<file path="config.mk">
export PLATFORM = sky130hd
export DESIGN_NAME = alu_exec_stage_flat
export DESIGN_NICKNAME = d
export VERILOG_FILES = /design/src/rtl/alu_pkg.sv /design/src/rtl/alu_exec_stage_if.sv /design/src/rtl/mul_iter.sv /design/src/rtl/alu_exec_stage.sv /design/src/flat_wrapper.sv
export SDC_FILE = /design/constraint.sdc
export NUM_CORES = 1
export LEC_CHECK = 0
export ABC_AREA = 1
export CORE_MARGIN = 2
export CORE_UTILIZATION = 25
export CTS_CLUSTER_DIAMETER = 200
export DETAILED_ROUTE_END_ITERATION = 7
export REMOVE_ABC_BUFFERS = 1
export SETUP_SLACK_MARGIN = 0.4
export SLEW_MARGIN = 10
export SYNTH_ARGS = -nofsm -noshare
export SYNTH_HDL_FRONTEND = slang
export SYNTH_SLANG_ARGS = --single-unit
</file>
<file path="constraint.sdc">
create_clock -name clk -period 13.2 [get_ports clk]
set_clock_uncertainty 0.2 [all_clocks]
set_input_delay 2.64 -clock clk [delete_from_list [all_inputs] [get_ports clk]]
set_output_delay 2.64 -clock clk [all_outputs]
set_load 0.1 [all_outputs]
</file>
<file path="src/rtl/alu_pkg.sv">
// alu_pkg: opcodes, stage states and helpers shared by the ALU execute stage.
// Opcode constants are 32-bit so callers compare a zero-extended opcode: any
// bit set above the low four then misses every entry and falls to PASS A.
package alu_pkg;
    localparam logic [31:0] COP_ADD  = 32'd0;
    localparam logic [31:0] COP_SUB  = 32'd1;
    localparam logic [31:0] COP_AND  = 32'd2;
    localparam logic [31:0] COP_ADDI = 32'd3;
    localparam logic [31:0] COP_OR   = 32'd4;
    localparam logic [31:0] COP_XOR  = 32'd5;
    localparam logic [31:0] COP_SHL  = 32'd6;
    localparam logic [31:0] COP_SHR  = 32'd7;
    localparam logic [31:0] COP_MUL  = 32'd8;

    typedef enum logic [1:0] {EMPTY, FULL, MUL_BUSY} state_t;

    function automatic logic is_mul(input logic [31:0] cop);
        return cop == COP_MUL;
    endfunction
endpackage

</file>
<file path="src/rtl/alu_exec_stage_if.sv">
// alu_exec_stage_if: decode-side instruction handshake and writeback-side result handshake.
// master = upstream/downstream environment, slave = the execute stage.
// Carries the stall (enable), instruction fields, in_valid/in_ready,
// and result fields with out_valid/out_ready.
interface alu_exec_stage_if #(
    parameter int WIDTH = 16,
    parameter int ADR_W = 3,
    parameter int COP_W = 4
);
    logic             enable;
    logic             in_valid;
    logic             in_ready;
    logic [WIDTH-1:0] regA;
    logic [WIDTH-1:0] regB;
    logic [COP_W-1:0] cop;
    logic [ADR_W-1:0] destReg_adr;
    logic             we;
    logic [ADR_W-1:0] regA_adr;
    logic [ADR_W-1:0] regB_adr;
    logic [2:0]       inst_freeBits;
    logic             out_valid;
    logic             out_ready;
    logic [WIDTH-1:0] alu_result;
    logic             OVF;
    logic [ADR_W-1:0] destReg_adr_output;
    logic             we_output;

    modport master (
        output enable, in_valid, regA, regB, cop, destReg_adr, we, regA_adr, regB_adr,
               inst_freeBits, out_ready,
        input  in_ready, out_valid, alu_result, OVF, destReg_adr_output, we_output
    );
    modport slave (
        input  enable, in_valid, regA, regB, cop, destReg_adr, we, regA_adr, regB_adr,
               inst_freeBits, out_ready,
        output in_ready, out_valid, alu_result, OVF, destReg_adr_output, we_output
    );
endinterface

</file>
<file path="src/rtl/mul_iter.sv">
// mul_iter: iterative shift-add unsigned multiplier, one partial product per enabled step.
// Ports: start loads a/b and arms WIDTH steps; step_en advances one step;
// product is the 2*WIDTH accumulator; done flags the step that completes the product.
module mul_iter #(
    parameter int WIDTH = 16
) (
    input  logic               clk,
    input  logic               reset,
    input  logic               start,
    input  logic               step_en,
    input  logic [WIDTH-1:0]   a,
    input  logic [WIDTH-1:0]   b,
    output logic [2*WIDTH-1:0] product,
    output logic               done
);
    localparam int CW = $clog2(WIDTH + 1);

    logic [CW-1:0]      cnt_q, cnt_d;
    logic [WIDTH-1:0]   b_q, b_d;
    logic [2*WIDTH-1:0] p_q, p_d;
    logic [WIDTH:0]     sum;

    // The multiplier sits in the low half and is consumed LSB first while the
    // partial sum (with its carry) shifts down from the high half.
    always_comb begin
        sum   = {1'b0, p_q[2*WIDTH-1:WIDTH]} + (p_q[0] ? {1'b0, b_q} : '0);
        cnt_d = cnt_q;
        b_d   = b_q;
        p_d   = p_q;
        if (start) begin
            cnt_d = CW'(WIDTH);
            b_d   = b;
            p_d   = {{WIDTH{1'b0}}, a};
        end else if (step_en && cnt_q != '0) begin
            cnt_d = cnt_q - CW'(1);
            p_d   = {sum, p_q[WIDTH-1:1]};
        end
    end

    always_ff @(posedge clk or posedge reset) begin
        if (reset) begin
            cnt_q <= '0;
            b_q   <= '0;
            p_q   <= '0;
        end else begin
            cnt_q <= cnt_d;
            b_q   <= b_d;
            p_q   <= p_d;
        end
    end

    assign product = p_q;
    assign done    = step_en && cnt_q == CW'(1);
endmodule

</file>
<file path="src/rtl/alu_exec_stage.sv">
// alu_exec_stage: registered ALU execute stage with valid/ready handshake and iterative MUL.
// Ports: clk, reset (async, active high), bus (alu_exec_stage_if.slave) carrying
// enable, instruction fields with in_valid/in_ready, and result/OVF/dest/we with out_valid/out_ready.
module alu_exec_stage
    import alu_pkg::*;
#(
    parameter int WIDTH = 16,
    parameter int ADR_W = 3,
    parameter int COP_W = 4
) (
    input logic             clk,
    input logic             reset,
    alu_exec_stage_if.slave bus
);
    localparam int SW = $clog2(WIDTH);

    state_t             state_q, state_d;
    logic [WIDTH-1:0]   a_q, b_q, imm, res;
    logic [COP_W-1:0]   cop_q;
    logic [ADR_W-1:0]   dst_q;
    logic               we_q;
    logic [31:0]        op;
    logic               ready, accept, new_mul, valid, ovf, mul_done;
    logic [2*WIDTH-1:0] product;

    // Size cast zero-extends or keeps the low WIDTH bits of the immediate.
    assign imm     = WIDTH'({bus.regA_adr, bus.regB_adr, bus.inst_freeBits});
    assign ready   = bus.enable && !reset && state_q != MUL_BUSY && (state_q == EMPTY || bus.out_ready);
    assign accept  = bus.in_valid && ready;
    assign new_mul = is_mul(32'(bus.cop));
    assign valid   = state_q == FULL;
    assign op      = 32'(cop_q);

    // A dequeue is allowed even while stalled; only accepts and multiply steps need enable.
    assign state_d = accept ? (new_mul ? MUL_BUSY : FULL)
                   : (state_q == FULL && bus.out_ready) ? EMPTY
                   : (state_q == MUL_BUSY && mul_done) ? FULL
                   : state_q;

    always_comb begin
        res = a_q;
        ovf = 1'b0;
        case (op)
            COP_ADD, COP_ADDI: begin
                res = a_q + b_q;
                ovf = (a_q[WIDTH-1] == b_q[WIDTH-1]) && (res[WIDTH-1] != a_q[WIDTH-1]);
            end
            COP_SUB: begin
                res = a_q - b_q;
                ovf = (a_q[WIDTH-1] != b_q[WIDTH-1]) && (res[WIDTH-1] != a_q[WIDTH-1]);
            end
            COP_AND: res = a_q & b_q;
            COP_OR:  res = a_q | b_q;
            COP_XOR: res = a_q ^ b_q;
            COP_SHL: res = a_q << b_q[SW-1:0];
            COP_SHR: res = a_q >> b_q[SW-1:0];
            COP_MUL: begin
                res = product[WIDTH-1:0];
                ovf = |product[2*WIDTH-1:WIDTH];
            end
            default: ;
        endcase
    end

    mul_iter #(.WIDTH(WIDTH)) u_mul (
        .clk     (clk),
        .reset   (reset),
        .start   (accept && new_mul),
        .step_en (bus.enable && state_q == MUL_BUSY),
        .a       (bus.regA),
        .b       (bus.regB),
        .product (product),
        .done    (mul_done)
    );

    // The B operand is selected at accept so the held instruction needs no immediate fields.
    always_ff @(posedge clk or posedge reset) begin
        if (reset) begin
            state_q <= EMPTY;
            a_q     <= '0;
            b_q     <= '0;
            cop_q   <= '0;
            dst_q   <= '0;
            we_q    <= 1'b0;
        end else begin
            state_q <= state_d;
            if (accept) begin
                a_q   <= bus.regA;
                b_q   <= 32'(bus.cop) == COP_ADDI ? imm : bus.regB;
                cop_q <= bus.cop;
                dst_q <= bus.destReg_adr;
                we_q  <= bus.we;
            end
        end
    end

    assign bus.in_ready           = ready;
    assign bus.out_valid          = valid;
    assign bus.alu_result         = valid ? res : '0;
    assign bus.OVF                = valid && ovf;
    assign bus.destReg_adr_output = valid ? dst_q : '0;
    assign bus.we_output          = valid && we_q;
endmodule

</file>
<file path="src/flat_wrapper.sv">
// flat-port wrapper written by rule: the top's interface ports become plain ports
module alu_exec_stage_flat import alu_pkg::*;
#(
    parameter int WIDTH = 16,
    parameter int ADR_W = 3,
    parameter int COP_W = 4
)
  (clk, reset, bus_enable, bus_in_valid, bus_regA, bus_regB, bus_cop, bus_destReg_adr, bus_we, bus_regA_adr, bus_regB_adr, bus_inst_freeBits, bus_out_ready, bus_in_ready, bus_out_valid, bus_alu_result, bus_OVF, bus_destReg_adr_output, bus_we_output);
  alu_exec_stage_if #(.WIDTH(WIDTH), .ADR_W(ADR_W), .COP_W(COP_W)) bus_i ();
  input logic clk;
  input logic reset;
  input wire logic [$bits(bus_i.enable)-1:0] bus_enable;
  input wire logic [$bits(bus_i.in_valid)-1:0] bus_in_valid;
  input wire logic [$bits(bus_i.regA)-1:0] bus_regA;
  input wire logic [$bits(bus_i.regB)-1:0] bus_regB;
  input wire logic [$bits(bus_i.cop)-1:0] bus_cop;
  input wire logic [$bits(bus_i.destReg_adr)-1:0] bus_destReg_adr;
  input wire logic [$bits(bus_i.we)-1:0] bus_we;
  input wire logic [$bits(bus_i.regA_adr)-1:0] bus_regA_adr;
  input wire logic [$bits(bus_i.regB_adr)-1:0] bus_regB_adr;
  input wire logic [$bits(bus_i.inst_freeBits)-1:0] bus_inst_freeBits;
  input wire logic [$bits(bus_i.out_ready)-1:0] bus_out_ready;
  output wire logic [$bits(bus_i.in_ready)-1:0] bus_in_ready;
  output wire logic [$bits(bus_i.out_valid)-1:0] bus_out_valid;
  output wire logic [$bits(bus_i.alu_result)-1:0] bus_alu_result;
  output wire logic [$bits(bus_i.OVF)-1:0] bus_OVF;
  output wire logic [$bits(bus_i.destReg_adr_output)-1:0] bus_destReg_adr_output;
  output wire logic [$bits(bus_i.we_output)-1:0] bus_we_output;
  assign bus_i.enable = bus_enable;
  assign bus_i.in_valid = bus_in_valid;
  assign bus_i.regA = bus_regA;
  assign bus_i.regB = bus_regB;
  assign bus_i.cop = bus_cop;
  assign bus_i.destReg_adr = bus_destReg_adr;
  assign bus_i.we = bus_we;
  assign bus_i.regA_adr = bus_regA_adr;
  assign bus_i.regB_adr = bus_regB_adr;
  assign bus_i.inst_freeBits = bus_inst_freeBits;
  assign bus_i.out_ready = bus_out_ready;
  assign bus_in_ready = bus_i.in_ready;
  assign bus_out_valid = bus_i.out_valid;
  assign bus_alu_result = bus_i.alu_result;
  assign bus_OVF = bus_i.OVF;
  assign bus_destReg_adr_output = bus_i.destReg_adr_output;
  assign bus_we_output = bus_i.we_output;
  alu_exec_stage #(.WIDTH(WIDTH), .ADR_W(ADR_W), .COP_W(COP_W)) u_core (.clk(clk), .reset(reset), .bus(bus_i));
endmodule
</file>
Word-level counts from Yosys, hierarchy flattened
Index checks and enable logic that the tools add are counted.

Register bits after elaboration: 95. Bits of input ports: 54. Logic and storage cells: 73.

$add $sub $neg: 4. Equality and inequality tests: 18. Shift-type cells: 2. Multiplexer cells: 14. Bitwise logic cells: 3. Reduce and logical (&&, ||, !) cells: 23.

Operators with widths (number): $pmux 16 s8 (1); $mux 32 (2); $mux 16 (3); $logic_not 32->1 (1); $add 16x17->17 (1); $add 16x16->16 (1); $and 16x16->16 (1); $eq 4x3->1 const B (4); $or 16x16->16 (1); $reduce_or 16->1 (1); $shl 16x4->16 (1); $shr 16x4->16 (1); $sub 16x16->16 (1); $xor 16x16->16 (1); $logic_and 1x1->1 (14); $eq 4x2->1 const B (3); $mux 5 (2); $eq 4x4->1 const B (2); $mux 2 (4); $eq 5x1->1 const B (1); $reduce_bool 5->1 (1); $sub 5x1->5 const B (1); $eq 4x1->1 const B (1); $mux 3 (1); other kinds (12) (14).

Logic depth before layout (Yosys ltp)
Gate-level depths: netlist of the first run.

Word-level depth: 7. Gate-level depth with buffers: 17. Gate-level depth less buffers: 16.

By module
A second synthesis of the first run with hierarchy kept.

Cell total of the unflattened synthesis: 1577. Area total of the unflattened synthesis: 9690.5 um^2.

Modules (own cells, without submodules): alu_exec_stage (instances 1, cells each 1118, area an instance 6358.6 um^2, seq. area each 1051.0 um^2); mul_iter (instances 1, cells each 459, area an instance 3331.9 um^2, seq. area each 1326.3 um^2).

Least setup slack after synthesis of the first run
OpenSTA, ideal clock, no wires.

Kind: input to output. Start point: input reset. End point: output bus_in_ready. Data arrival time: 5302 ps. Data required time: 10360 ps. Slack: 5058 ps. Cell stages on the path: 5. Buffers on the path: 0. Cell sequence: inv_1 -> nand2_1 -> nor2_1 -> nand2_1 -> inv_2.

Longest elaborated chain between the ends: 4.

Ends and longest elaborated chain: start, declared (line flat_wrapper.sv:11) `input logic reset;`; $logic_not 1->1 (no source line); $logic_and 1x1->1 (3 in a row) (line alu_exec_stage.sv:28) `assign ready = bus.enable && !reset && state_q != MUL_BUSY && (state_q == EMPTY || bus.out_ready);`; end, declared (line flat_wrapper.sv:23) `output wire logic [$bits(bus_i.in_ready)-1:0] bus_in_ready;`.

Every way passes these cells.

Worst setup path in the final report of the first run
Ends and elaborated chain as after synthesis.

==> impl_metrics.py, run 1 <==
metrics = {
    "place": {
        "hpwl_mm": 27.61,
        "place_area_um2": 10370,
        "dp_slack_ns": 5.417,
        "gp_congestion": 0.9346,
        "numPortBuffers": 76,
    },
    "synth": {
        "synth_cell_type_count": 50,
        "synthTopCellsByArea": "dfrtp_1, nand2_1, ha_1",
        "yosys.cell_count.top_type": "nand2_1",
        "synth_top_cell_by_area": "dfrtp_1",
        "synth_area_per_cell_um2": 6.297,
        "yosys_warnings": 0,
        "ys_top_cells_by_count": "nand2_1, inv_1, nand3_1, o21ai_0, nor2_1",
        "synth_top_area_share_pct": 25.73,
        "synth_async_sr_flop_share_pct": 100.0,
        "seq_area_frac_synth_pct": 25.73,
        "synth-main-ff-cell": "dfrtp_1",
        "synth_edf_count": 0,
        "syn_inst": 1467,
        "synth.cell_area_um2": 9238,
        "ys_seq_elements": 95,
    },
    "critical_path": {
        "worst_setup_path_start_kind": "input port",
        "r2r_slack_ns": 10.06,
        "cp.arrival_ns": 4.92,
        "startpoint": "reset",
        "r2r_end": "u_core.u_mul.product[31]",
        "worstSetupPathType": "input port to output port",
        "cp-end-kind": "output port",
        "timing.rr.start": "u_core.u_mul.product[0]",
        "ff2ff_path_depth": 14,
        "path_max_fanout": 37,
        "required_ns": 10.36,
    },
    "clock_tree": {
        "post_cts_buffers": 0,
        "cts.repair.resized": 0,
        "cts_buffers": 9,
        "ctsHoldBuffers": 0,
        "clockBufferDepth": 2,
        "clk_pin_slew_ns": 0.07,
        "cts_tree": "built",
        "cts-root-buf": "clkbuf_16",
        "insertion_delay_ns": 0.36,
        "h-tree-depth": 3,
        "cts.sinks": 95,
    },
    "sta": {
        "maxSlewHeadroom_pct": 33.59,
        "worst_pin_slew_ns": 0.9931,
        "rsz0062_at_grt": "no",
        "fin_tns_setup_ns": 0,
        "slew_violations": 0,
        "fmax_mhz": 128.9,
        "period_minus_slack_ns": 7.760,
        "setup_ws_ns": 5.440,
        "final.period_utilization_pct": 58.78,
        "hold_viol_final": 0,
        "setup_violations": 0,
    },
    "power": {
        "power_density_nw_per_um2": 224.2,
        "ir_drop_uv": 96.11,
        "total_power_mw": 2.403,
        "leakage_nw": 5.435,
    },
    "die": {
        "die_w_um": 196.2,
        "start_util_pct": 25.29,
        "ios": 77,
        "core_um2": 36520,
        "rows": 70,
        "die_area_um2": 38500,
        "dieHeight_um": 196.2,
    },
    "routing": {
        "dr.pass1.iters": 6,
        "drt_iter0_markers": 1114,
        "drc_errors": 0,
        "wirelength_mm": 35.90,
        "ant_nets": 0,
        "avgRoutedWirePerCell_um": 18.10,
        "num_vias": 9868,
        "viasPerCell": 4.976,
    },
    "grt": {
        "grt_pass1_wl_mm": 55.31,
        "overflow": 0,
        "gr-usage-all-layers_pct": 18.71,
        "grt_max_degree": 76,
        "first_global_vias": 9456,
        "antenna_found_initial": 0,
    },
    "min_path": {
        "worstHoldPathCells": 2,
        "hold_start": "u_core.u_mul.b_q[13]",
        "hold_class": "register to register",
        "holdPathEnd": "u_core.u_mul.b_q[13]",
    },
    "cells_and_area": {
        "post-route-util_pct": 29.35,
        "area_growth_pct": 16.02,
        "fin_area_um2": 10720,
        "layout-drive-gt1-share_pct": 4.356,
        "nets": 1641,
        "n_antenna_cell": 0,
    },
    "status": {
        "status": "finished clean",
    },
    "job": {
        "maxCapViolCount": 0,
    },
}
## where the power goes
group,switching [mW],leakage [nW],internal (mW)
Combinational,1.17,4.06,0.433
Sequential,0.116,1.21,0.370
Clock,0.128,0.164,0.187
## metrics by stage
step                      cells  hold slack (ns)
final                      1983           0.2808
after global routing       1983           0.3050
after CTS                  1983           0.2840
after detailed placement   1967           0.2647
after global placement     1967           0.2645
after floorplan            1412           0.2487
## per-layer routing
| metal | track usage (%) | part of all wire, % |
|---|---|---|
| met5 | 0 | 0 |
| met4 | 7.155 | 3.9 |
| met3 | 2.544 | 6.3 |
| met1 | 24.89 | 44 |
| met2 | 30.78 | 46 |
## critical path: stages
cell	delay, ns
clkdlybuf4s50_1	0.44
inv_4	0.36
nand2_1	0.10
nor2_1	0.12
nand2_1	0.06
inv_2	0.06
clkdlybuf4s50_1	1.12
## layout make-up
| class | count | area (um^2) |
|---|---|---|
| Fill cell | 4011 | 25800 |
| Clock buffer | 10 | 229.0 |
| Inverter | 189 | 716.9 |
| Timing Repair Buffer | 87 | 843.3 |
| Sequential cell | 95 | 2377 |
| Multi-Input combinational cell | 1128 | 5851 |
| Tap cell | 468 | 585.6 |
| Clock inverter | 6 | 115.1 |
## cell families after synthesis
family	Yosys count	synth area share, %
buffers and inverters	244	10.97
AND/OR/NAND/NOR	793	36.65
adder cells (fa/ha/maj)	77	10.67
AO/OA/AOI/OAI	252	15.40
flip-flops	95	25.73
XOR/XNOR	6	0.5689
## registers in the layout (all words and copies together), names as in the netlist, 2 cells and up
name / flops
u_core.u_mul.product: 32
u_core.a_q: 16
u_core.b_q: 16
u_core.u_mul.b_q: 16
u_core.u_mul.cnt_q: 5
u_core.cop_q: 4
u_core.dst_q: 3
u_core.state_q: 2
## cells in the final DEF (no fill, tap or decap), types with 7 or more instances in the layout
cell type	count
a21oi_1	55
and2_1	8
buf_4	11
clkbuf_16	9
clkdlybuf4s50_1	76
dfrtp_1	95
ha_1	74
inv_1	173
inv_2	13
nand2_1	464
nand2_2	8
nand3_1	145
nand4_1	16
nor2_1	116
nor3_1	11
o211ai_1	19
o21ai_0	119
o21ai_1	12
o21bai_1	9
o221ai_1	7
o22ai_1	10
## worst max-delay path by stage
stage                         to  slack (ns)  cells after the start
finish              bus_in_ready        5.44                      7
global route        bus_in_ready        5.23                      7
CTS                 bus_in_ready        5.41                      7
detailed placement  bus_in_ready        5.42                      7
global placement    bus_in_ready        5.37                      7
floorplan           bus_in_ready        5.06                      5
Note: power is estimated with default switching activity, not from simulation.
==> run 2, diff against run 1 <==
==> constraint.sdc (replaced) <==
create_clock -name clk -period 7.99 [get_ports clk]
set_clock_uncertainty 0.2 [all_clocks]
set_input_delay 1.598 -clock clk [delete_from_list [all_inputs] [get_ports clk]]
set_output_delay 1.598 -clock clk [all_outputs]
set_load 0.1 [all_outputs]
==> run 2 against run 1 <==
  * Cell area down 0.32%
  * Clock power up 48%
  * Sequential power up 65%
  * Global-route usage up 0.13 points
  * Critical path type is now register to output port
  * Largest cell class unchanged
==> impl_metrics.py, run 2 (synthesis gave the netlist of run 1 again) <==
metrics = {
    "grt": {
        "gr-usage-all-layers_pct": 18.84,
        "grt_pass1_wl_mm": 55.54,
        "grt_max_degree": 76,
        "antenna_found_initial": 1,
        "overflow": 0,
        "first_global_vias": 9354,
    },
    "critical_path": {
        "critPathMaxStageDelay_ns": 1.17,
        "cp.arrival_ns": 4.33,
        "path_cells": "buf_4 -> inv_1 -> fa_1 -> nand4_1 -> nand3_1 -> nand3_1 -> nand2_1 -> nand2_1 -> nand2_1 -> nor2_1 -> nor2_1 -> nor2_1 -> clkdlybuf4s50_1",
        "required_ns": 6.19,
        "cp-end-kind": "output port",
        "worst_setup_path_start_kind": "register",
        "critPathTopFamily": "buffers and inverters",
        "cp_num_buf_inv": 3,
        "crit_slowest_cell": "clkdlybuf4s50_1",
        "path_max_fanout": 35,
        "worstSetupPathType": "register to output port",
    },
    "die": {
        "start_util_pct": 25.29,
        "rows": 70,
        "die_area_um2": 38500,
        "dieHeight_um": 196.2,
        "ios": 77,
        "core_um2": 36520,
        "die_w_um": 196.2,
    },
    "cells_and_area": {
        "final_cells": 1983,
        "layout-drive-gt1-share_pct": 4.356,
        "nFillCells": 4019,
        "area_growth_pct": 15.66,
        "final_common_cell": "nand2_1",
        "nets": 1641,
        "most-common-layout-cells": "nand2_1, inv_1, nand3_1",
        "n_antenna_cell": 0,
        "largest_reg_flops": 32,
        "fin_area_um2": 10680,
    },
    "place": {
        "hpwl_mm": 28.17,
        "dp_slack_ns": 2.195,
        "place_area_um2": 10370,
        "numPortBuffers": 76,
        "dp.cells": 1967,
        "gp_congestion": 0.9534,
    },
    "sta": {
        "fmax_mhz": 163.3,
        "setup_ws_ns": 1.866,
        "slew_violations": 0,
        "maxSlewHeadroom_pct": 34.15,
        "setup_violations": 0,
        "final.period_utilization_pct": 76.65,
        "worst_pin_slew_ns": 0.9846,
        "period_minus_slack_ns": 6.124,
        "rsz0062_at_grt": "no",
        "hold_viol_final": 0,
        "fin_tns_setup_ns": 0,
    },
    "clock_tree": {
        "clockBufferDepth": 2,
        "cts_tree": "built",
        "clk_pin_slew_ns": 0.07,
        "post_cts_buffers": 0,
        "cts.sinks": 95,
        "insertion_delay_ns": 0.36,
        "cts-root-buf": "clkbuf_16",
        "cts.repair.resized": 0,
        "h-tree-depth": 3,
        "ctsHoldBuffers": 0,
        "cts_buffers": 9,
    },
    "routing": {
        "num_vias": 9916,
        "viasPerCell": 5.001,
        "ant_nets": 0,
        "wirelength_mm": 36.23,
        "drc_errors": 0,
        "dr.pass1.iters": 6,
        "avgRoutedWirePerCell_um": 18.27,
        "drt_iter0_markers": 846,
    },
    "power": {
        "ir_drop_uv": 159.5,
        "total_power_mw": 3.917,
        "power_density_nw_per_um2": 366.6,
        "leakage_nw": 5.417,
    },
    "status": {
        "status": "finished clean",
    },
    "min_path": {
        "hold_class": "register to register",
    },
    "job": {
        "maxCapViolCount": 0,
    },
}
==> run 2: worst reg2reg max path, cell delays in order (launching register included) <==
cell and delay, ns:
dfrtp_1 0.42, nor3_1 0.37, a21oi_2 0.09, buf_4 0.25, inv_2 0.34, nand2_1 0.49
inv_2 0.60, nand2_1 0.12, o211ai_1 0.12
==> run 2: cell type report <==
class	count	area (um^2)	share of cell area, %
Multi-Input combinational cell	1128	5851	54.76
Sequential cell	95	2377	22.25
Timing Repair Buffer	87	843.3	7.893
Inverter	189	716.9	6.710
Tap cell	468	585.6	5.481
Clock buffer	12	256.5	2.401
Clock inverter	4	53.80	0.5036
==> run 2: power by group <==
group,internal [mW],switching (mW)
logic,0.717,1.93
clock network,0.261,0.204
registers,0.611,0.193
==> run 2: path summary, 6_finish.rpt <==
| kind | depth (start not counted) | startpoint | slack (ns) | endpoint |
|---|---|---|---|---|
| hold / removal | 2 | u_core.u_mul.b_q[11] | 0.28 | u_core.u_mul.b_q[11] |
| setup / recovery | 13 | u_core.b_q[1] | 1.87 | bus_alu_result[10] |
| hold reg to reg | 2 | u_core.u_mul.b_q[11] | 0.28 | u_core.u_mul.b_q[11] |
| setup reg to reg | 8 | u_core.u_mul.cnt_q[2] | 4.90 | u_core.u_mul.product[4] |
| max in group asynchronous | 3 | reset | 4.98 | u_core.dst_q[2] |
| min in group asynchronous | 2 | reset | 1.44 | u_core.u_mul.b_q[11] |
==> run 2: layer usage <==
layer  global-route usage, %  up-vias  share of wire, %
met5                       0        -             0.036
met4                   5.107        2               2.7
met3                   2.561       51               6.2
met2                   31.05      337                46
met1                   25.81     4692                45
li1                        -     4834                 -
==> run 2: per-stage QoR <==
step	util [%]	hold WS (ns)
finish	29.25	0.2825
global route	29.25	0.3198
CTS	29.25	0.2861
detailed placement	28.40	0.2651
global placement	28.40	0.2647
floorplan	-	0.2487
==> run 3, diff against run 2 <==
==> constraint.sdc (replaced) <==
create_clock -name clk -period 4.95 [get_ports clk]
set_clock_uncertainty 0.2 [all_clocks]
set_input_delay 0.99 -clock clk [delete_from_list [all_inputs] [get_ports clk]]
set_output_delay 0.99 -clock clk [all_outputs]
set_load 0.1 [all_outputs]
==> run 3 against run 2 <==
  * Non-clock buffer count grew 5
  * Cell area is 1.8% higher
  * Sequential share of layout area down 0.33 points
  * Sequential power increased by 62%
  * Die area did not move
  * Core utilization increased by 0.52 points
  * Combinational power rose by 74%
  * Global-route usage is 0.74 points higher
  * Critical endpoint unchanged
  * Largest cell class unchanged
  * Largest power group unchanged
==> impl_metrics.py, run 3 (synthesis gave the netlist of run 1 again) <==
metrics = {
    "status": {
        "status": "finished clean",
    },
    "sta": {
        "fmax_mhz": 222.7,
        "final.period_utilization_pct": 90.72,
        "slew_violations": 0,
        "setup_violations": 0,
        "rsz0062_at_grt": "no",
        "period_minus_slack_ns": 4.490,
        "worst_pin_slew_ns": 1.305,
        "fin_tns_setup_ns": 0,
        "maxSlewHeadroom_pct": 12.70,
        "whs_ns": 0.2845,
        "hold_viol_final": 0,
    },
    "critical_path": {
        "path_cells": "inv_1 -> ha_1 -> inv_1 -> a21oi_1 -> nand3_1 -> nand3_1 -> nand2_1 -> nand2_1 -> nand2_1 -> nor2_1 -> nor2_1 -> nor2_1 -> buf_12",
        "critPathTopFamily": "simple AND/OR/NAND/NOR gates",
        "cp_num_buf_inv": 3,
        "r2r_slack_ns": 1.87,
        "worstSetupPathType": "register to output port",
        "required_ns": 3.76,
        "startpoint": "u_core.a_q[5]",
        "crit_slowest_cell": "dfrtp_2",
        "critPathMaxStageDelay_ns": 0.52,
        "cp.arrival_ns": 3.30,
        "timing.rr.start": "u_core.u_mul.product[0]",
        "worst_setup_path_start_kind": "register",
        "cp-end-kind": "output port",
        "ff2ff_path_depth": 13,
        "r2r_end": "u_core.u_mul.product[29]",
        "path_max_fanout": 7,
        "cp.depth": 13,
    },
    "clock_tree": {
        "insertion_delay_ns": 0.36,
        "h-tree-depth": 3,
        "cts-root-buf": "clkbuf_16",
        "cts.sinks": 95,
        "post_cts_buffers": 0,
        "cts_buffers": 9,
        "cts_tree": "built",
        "clk_pin_slew_ns": 0.08,
        "clockBufferDepth": 2,
        "ctsHoldBuffers": 0,
    },
    "cells_and_area": {
        "nFillCells": 4032,
        "post-route-util_pct": 29.77,
        "area_growth_pct": 17.70,
        "fin_area_um2": 10870,
        "final_common_cell": "nand2_1",
        "seqCellArea_um2": 2384,
        "nets": 1646,
        "final_cells": 1988,
        "layout-drive-gt1-share_pct": 6.447,
        "largest_reg_flops": 32,
        "n_antenna_cell": 0,
        "most-common-layout-cells": "nand2_1, inv_1, nand3_1",
        "multiInputGateArea_um2": 5851,
    },
    "grt": {
        "gr-usage-all-layers_pct": 19.58,
        "grt_pass1_wl_mm": 57.11,
        "first_global_vias": 9573,
        "grt_max_degree": 76,
        "antenna_found_initial": 0,
        "overflow": 0,
    },
    "power": {
        "internal-power_mw": 2.734,
        "switching_share_pct": 58.94,
        "p_comb_share_pct": 69.0,
        "power_density_nw_per_um2": 612.4,
        "power_switching_mw": 3.924,
        "power_frac_clock_pct": 11.4,
        "ir_drop_uv": 234.4,
        "seq_power_share_pct": 19.6,
        "leakage_nw": 5.538,
    },
    "min_path": {
        "worstHoldPathCells": 2,
        "hold_start": "u_core.u_mul.b_q[10]",
        "holdPathEnd": "u_core.u_mul.b_q[10]",
        "hold_class": "register to register",
    },
    "place": {
        "gp_congestion": 0.9929,
        "place_area_um2": 10550,
        "numPortBuffers": 76,
        "dp.cells": 1972,
        "hpwl_mm": 29.70,
    },
    "routing": {
        "wirelength_mm": 37.52,
        "dr.max_layer_used": "met4",
        "drc_errors": 0,
        "met2_length_mm": 16.80,
        "dr.pass1.iters": 6,
        "num_vias": 10130,
        "wl_met3_mm": 2.799,
        "viasPerCell": 5.093,
        "wl_met1_mm": 16.44,
        "drt_iter0_markers": 1047,
        "avgRoutedWirePerCell_um": 18.87,
        "ant_nets": 0,
    },
    "die": {
        "ios": 77,
        "die_w_um": 196.2,
        "dieHeight_um": 196.2,
        "rows": 70,
        "die_area_um2": 38500,
        "core_um2": 36520,
        "start_util_pct": 25.29,
    },
    "job": {
        "maxCapViolCount": 0,
    },
}
[run 3: changes by cell type in the layout (fill, tap and decap cells not counted), moves of 3 or more]
cell / previous run / this run
buf_12: 0 / 16
buf_4: 11 / 23
clkdlybuf4s50_1: 76 / 53
dfrtp_1: 95 / 92
inv_6: 0 / 3
[run 3: tightest hold or removal path, cell delays in order, from the launching register on]
cell     delay (ns)
dfrtp_1        0.35
nand2_1        0.05
nand2_1        0.06
[run 3: what timing repair did]
action,in CTS,in global routing
setup endpoints to repair,2,3
gates resized for setup,1,3
pin swaps,0,0
[run 3: worst max path at each step]
stage | to | slack, ns
2_1_floorplan | u_core.u_mul.product[0] | -1.19
3_3_place_gp | bus_alu_result[6] | 0.72
3_5_place_dp | bus_alu_result[6] | 0.80
4_1_cts | bus_alu_result[10] | 0.42
5_1_grt | bus_alu_result[10] | 0.42
6_report | bus_alu_result[10] | 0.46
[run 3: per-stage QoR]
stage	worst slack [ns]	total power [mW]
CTS	0.4236	6.585
global route	0.4193	7.106
detailed placement	0.8005	5.807
finish	0.4595	6.658
floorplan	-1.185	4.173
global placement	0.7195	5.820
[run 3: final cells by class]
class | count | area share, %
multi-input cells | 1128 | 53.81
flip-flops and latches | 95 | 21.92
repair buffers | 92 | 9.413
inverters | 189 | 6.594
well taps | 468 | 5.386
clock buffers | 9 | 2.071
clock inverters | 7 | 0.8055
[run 3: power groups by stage]
stage / Combinational (mW) / Sequential (mW) / Clock [mW]
5_1_grt: 4.97 / 1.33 / 0.810
4_1_cts: 4.52 / 1.29 / 0.775
3_5_place_dp: 4.50 / 1.31 / 0
6_report: 4.60 / 1.30 / 0.759
2_1_floorplan: 2.95 / 1.22 / 0
3_3_place_gp: 4.53 / 1.29 / 0
[run 3: per-layer routing]
metal,track usage [%],vias to the layer above
met4,7.379,0
met5,0,-
met1,26.14,4786
li1,-,4848
met3,3.232,71
met2,31.70,420
